[config.mk]
export PLATFORM = sky130hd
export DESIGN_NAME = udp_seq_table
export DESIGN_NICKNAME = d
export VERILOG_FILES = /design/src/rtl/udp_seq_table.sv
export SDC_FILE = /design/constraint.sdc
export NUM_CORES = 1
export LEC_CHECK = 0
export ABC_AREA = 0
export CORE_UTILIZATION = 45
export DETAILED_ROUTE_END_ITERATION = 12
export GPL_ROUTABILITY_DRIVEN = 0
export GPL_TIMING_DRIVEN = 0
export HOLD_SLACK_MARGIN = 0.06
export PLACE_DENSITY = 0.75
export SLEW_MARGIN = 20
export SYNTH_ARGS = -nofsm -noshare
export SYNTH_HDL_FRONTEND = slang
export SYNTH_SLANG_ARGS = --single-unit
[constraint.sdc]
create_clock -name clk -period 1.45 [get_ports clk]
set_input_delay 0.2175 -clock clk [delete_from_list [all_inputs] [get_ports clk]]
set_output_delay 0.2175 -clock clk [all_outputs]
set_load 0.01 [all_outputs]
[src/rtl/udp_seq_table.sv]
// Programmable sequential primitive: run-time loaded truth table driving a registered output.
// Optional UDP_SEQ_EDGE_EN adds an input-change bit to the table address.
module udp_seq_table #(
    parameter int   N_IN     = 2,
    parameter logic INIT_OUT = 1'b0,
`ifdef UDP_SEQ_EDGE_EN
    localparam int  AW       = N_IN + 1
`else
    localparam int  AW       = N_IN
`endif
) (
    input  logic            clk,
    input  logic            rst,
    input  logic            cfg_valid,
    output logic            cfg_ready,
    input  logic [AW-1:0]   cfg_addr,
    input  logic [1:0]      cfg_val,
    input  logic            cfg_commit,
    input  logic            cfg_unlock,
    input  logic            in_valid,
    output logic            in_ready,
    input  logic [N_IN-1:0] in_data,
    output logic            out_valid,
    output logic            out_q,
    output logic            mode_run
);

    localparam int DEPTH = 1 << AW;

    localparam logic [1:0] ST_CFG   = 2'd0;
    localparam logic [1:0] ST_RUN   = 2'd1;
    localparam logic [1:0] ST_DRAIN = 2'd2;

    localparam logic [1:0] CODE_ZERO = 2'b00;
    localparam logic [1:0] CODE_ONE  = 2'b01;
    localparam logic [1:0] CODE_HOLD = 2'b10;

    // Handshakes: a transfer happens on a rising edge where valid & ready are both high;
    // ready depends only on state, never on valid.
    logic [1:0]      state;
    logic [1:0]      state_nxt;
    logic [1:0]      tbl [DEPTH];
    logic            s1_valid;
    logic [1:0]      s1_code;
    logic            in_acc;
    logic            cfg_acc;
    logic [AW-1:0]   rd_addr;

    assign cfg_ready = (state == ST_CFG);
    assign in_ready  = (state == ST_RUN);
    assign mode_run  = (state == ST_RUN);
    assign in_acc    = in_valid & in_ready;
    assign cfg_acc   = cfg_valid & cfg_ready;

    always_comb begin
        state_nxt = state;
        case (state)
            ST_CFG:   if (cfg_commit) state_nxt = ST_RUN;
            ST_RUN:   if (cfg_unlock) state_nxt = ST_DRAIN;
            ST_DRAIN: if (!s1_valid)  state_nxt = ST_CFG;
            default:                  state_nxt = ST_CFG;
        endcase
    end

    always_ff @(posedge clk or posedge rst) begin
        if (rst) state <= ST_CFG;
        else     state <= state_nxt;
    end

`ifdef UDP_SEQ_EDGE_EN
    // History forgets the previous RUN session so a fresh session starts from all-zero inputs.
    logic [N_IN-1:0] last_in;

    assign rd_addr = {(in_data != last_in), in_data};

    always_ff @(posedge clk or posedge rst) begin
        if (rst)                                         last_in <= '0;
        else if (in_acc)                                 last_in <= in_data;
        else if (state == ST_DRAIN && state_nxt == ST_CFG) last_in <= '0;
    end
`else
    assign rd_addr = in_data;
`endif

    always_ff @(posedge clk or posedge rst) begin
        if (rst) begin
            for (int i = 0; i < DEPTH; i++) tbl[i] <= CODE_HOLD;
        end else if (cfg_acc) begin
            tbl[cfg_addr] <= cfg_val;
        end
    end

    // Stage 2 works on out_q itself, so chained toggles always see the latest value.
    always_ff @(posedge clk or posedge rst) begin
        if (rst) begin
            s1_valid  <= 1'b0;
            s1_code   <= CODE_HOLD;
            out_valid <= 1'b0;
            out_q     <= INIT_OUT;
        end else begin
            s1_valid  <= in_acc;
            if (in_acc) s1_code <= tbl[rd_addr];
            out_valid <= s1_valid;
            if (s1_valid) begin
                case (s1_code)
                    CODE_ZERO: out_q <= 1'b0;
                    CODE_ONE:  out_q <= 1'b1;
                    CODE_HOLD: out_q <= out_q;
                    default:   out_q <= ~out_q;
                endcase
            end
        end
    end

endmodule

==> metrics <==
die area=about 0.0016 sq mm; RSZ-0062 raised after global routing=no; routed vias=about 460; # clock sinks=15; worst-margin pin slew=about 550 ps; crit path time final=about 1400 ps; r2r setup slk=around 80 ps; placed cells=roughly 80; Starting Density=0.501; die width=roughly 40 microns; global-route wire length before repair=between 1500 and 2000 microns; Yosys reg bits=15; top_reg_cell synth=dfrtp_1; CTS tree=built; Setup TNS=0 ps; num ports=17; Post-Syn Nets=60; leading area contributor after synthesis=dfrtp_1; Internal=around 960 uW; Site Rows=13; Setup crit end kind=output pin; number of global-route vias before repair=440; Max IR drop VDD=0.748 mV; Post-Syn Instances=48; max-cap viol count=0; antenna viol nets, final=0; Final setup viols=0; Worst EP arrival=approximately 1200 ps; post-synth cell types=19; Async SR Flop Fraction=1.00; post-synth top area share=0.375; total gr overflow=0; P_sw=between 300 and 400 uW; Comb pwr share=0.298; kind of start point of the critical path=register; HPWL after detailed placement=846 microns; CP required=roughly 1200 ps; CTS HTree Levels=1; Filler cells=102; EDFF count, synth=0; DRT iter0 DRCs=2; nets=slightly above 80; post-synthesis sequential area ratio=0.571; status=complete, no violations; min-delay worst type=in2async; P_leak=between 0.0004 and 0.0005 uW; drt pass-1 iters=2; main area contributors after synthesis=dfrtp_1, dfstp_2, mux2_2, mux4_2, and4bb_2; max-slew violations=0; number of buffers created by CTS=3; period utilisation layout=0.949; synth warn=0; largest net degree at the start of global routing=16; die height=just over 40 microns; Clk pwr share=0.178; drt drc=0; share of cells above drive strength 1=0.435; Non-Filler Instances=84; Clock Skew=between 6 and 7 ps; Fmax achieved=between 0.7 and 0.8 GHz; Port Buf Inserts=16; dpl ws=-213 ps; Worst-Skew Late Latency=280 ps; core area=approximately 0.0013 sq mm; Worst Setup Path Type=reg2out; Pwr Density=about 1500 mW/mm^2; Avg Vias per Cell=~5.5; sequential share of power=0.524; GRT Util Overall=0.180; switch share=0.270; min setup slack post-route=about 73 ps; Clock Pin Slew Worst Setup and Hold Paths=about 90 ps; synthesis-to-finish area growth=33.1%; initial antenna violation count=0; Crit Path Max Fanout=5; hold slack=approximately 270 ps; final WL=about 1200 microns; root buf cell=clkbuf_4; Clock Path Buffers=2; WL/cell=~14 microns; slew margin rel.=0.636; Mapped Area=668 sq um; syn_area_per_cell=~14 sq um; fin util=0.667; final hold vios=0; Diodes inserted=0
worst max-delay path: stages, from the launching register on:
cell and delay, ps:
dfrtp_2 450, nor2_4 160, clkdlybuf4s15_1 270
flip-flops by register name, summed over array words and instances, names as in the netlist:
name,flops
tbl,8
s1_valid,1
out_q,1
state,2
s1_code,2
out_valid,1
worst paths after layout:
check | start | end | depth (start not counted)
setup / recovery | state[1] | cfg_ready | 2
hold / removal | rst | s1_valid | 2
setup reg to reg | state[1] | s1_code[0] | 4
hold reg to reg | s1_valid | out_valid | 0
max in group asynchronous | rst | state[0] | 2
min in group clk | s1_valid | out_valid | 0
metrics by stage:
stage               cell area [sq um]  power (uW)
floorplan                         668         921
global placement                  847        1060
detailed placement                847        1080
CTS                               885        1330
global route                      890        1400
finish                            890        1320
power by group through the flow:
stage / clock network (uW) / registers [uW] / logic, uW
3_3_place_gp: 0 / 693 / 368
3_5_place_dp: 0 / 698 / 382
2_1_floorplan: 0 / 680 / 241
5_1_grt: 264 / 710 / 427
4_1_cts: 246 / 686 / 399
6_report: 235 / 691 / 393
layer usage:
metal,routed length (microns),vias up,global-route usage
met1,472,233,0.208
met5,0,-,0
met3,67,2,0.0667
met2,598,12,0.298
met4,15,0,0.0750
li1,-,216,-
layout by cell type (no fill, tap or decap), types with 2 or more instances in the layout:
cell type / n
buf_4: 2
dfrtp_1: 8
nor2_1: 2
mux2_2: 10
clkbuf_4: 3
nand4_1: 2
dfrtp_2: 2
dfstp_2: 5
mux4_2: 2
clkdlybuf4s50_1: 12
nand2_1: 3
inv_1: 3
cell families after synthesis:
family	share of synthesized area
flops	0.571
simple gates	0.135
mux	0.251
buf+inv	0.0281
compound gates	0.0150
synthesized netlist by cell type (all sizes together) (2+ instances only):
cell / n
dfrtp: 10
inv: 3
mux4: 2
mux2: 10
nand2: 3
nor2: 3
dfstp: 5
nand4: 2
what timing repair did:
item / in CTS / in global routing
setup endpoints to repair: 4 / 4
gates resized for setup: 8 / 7
pin swaps: 0 / 0
hold buffers: 0 / 0
buffers inserted: 2 / 0
layout make-up:
cell class                 instances  area [sq um]  area share
sequential                        15           384       0.432
inverter                           3          11.3      0.0127
clock inverter                     1          5.00     0.00563
tap                               15          18.8      0.0211
timing repair buffer              18           174       0.195
clock buffer                       3          22.5      0.0253
multi-input combinational         29           274       0.308
(Power assumes the default switching activity.)
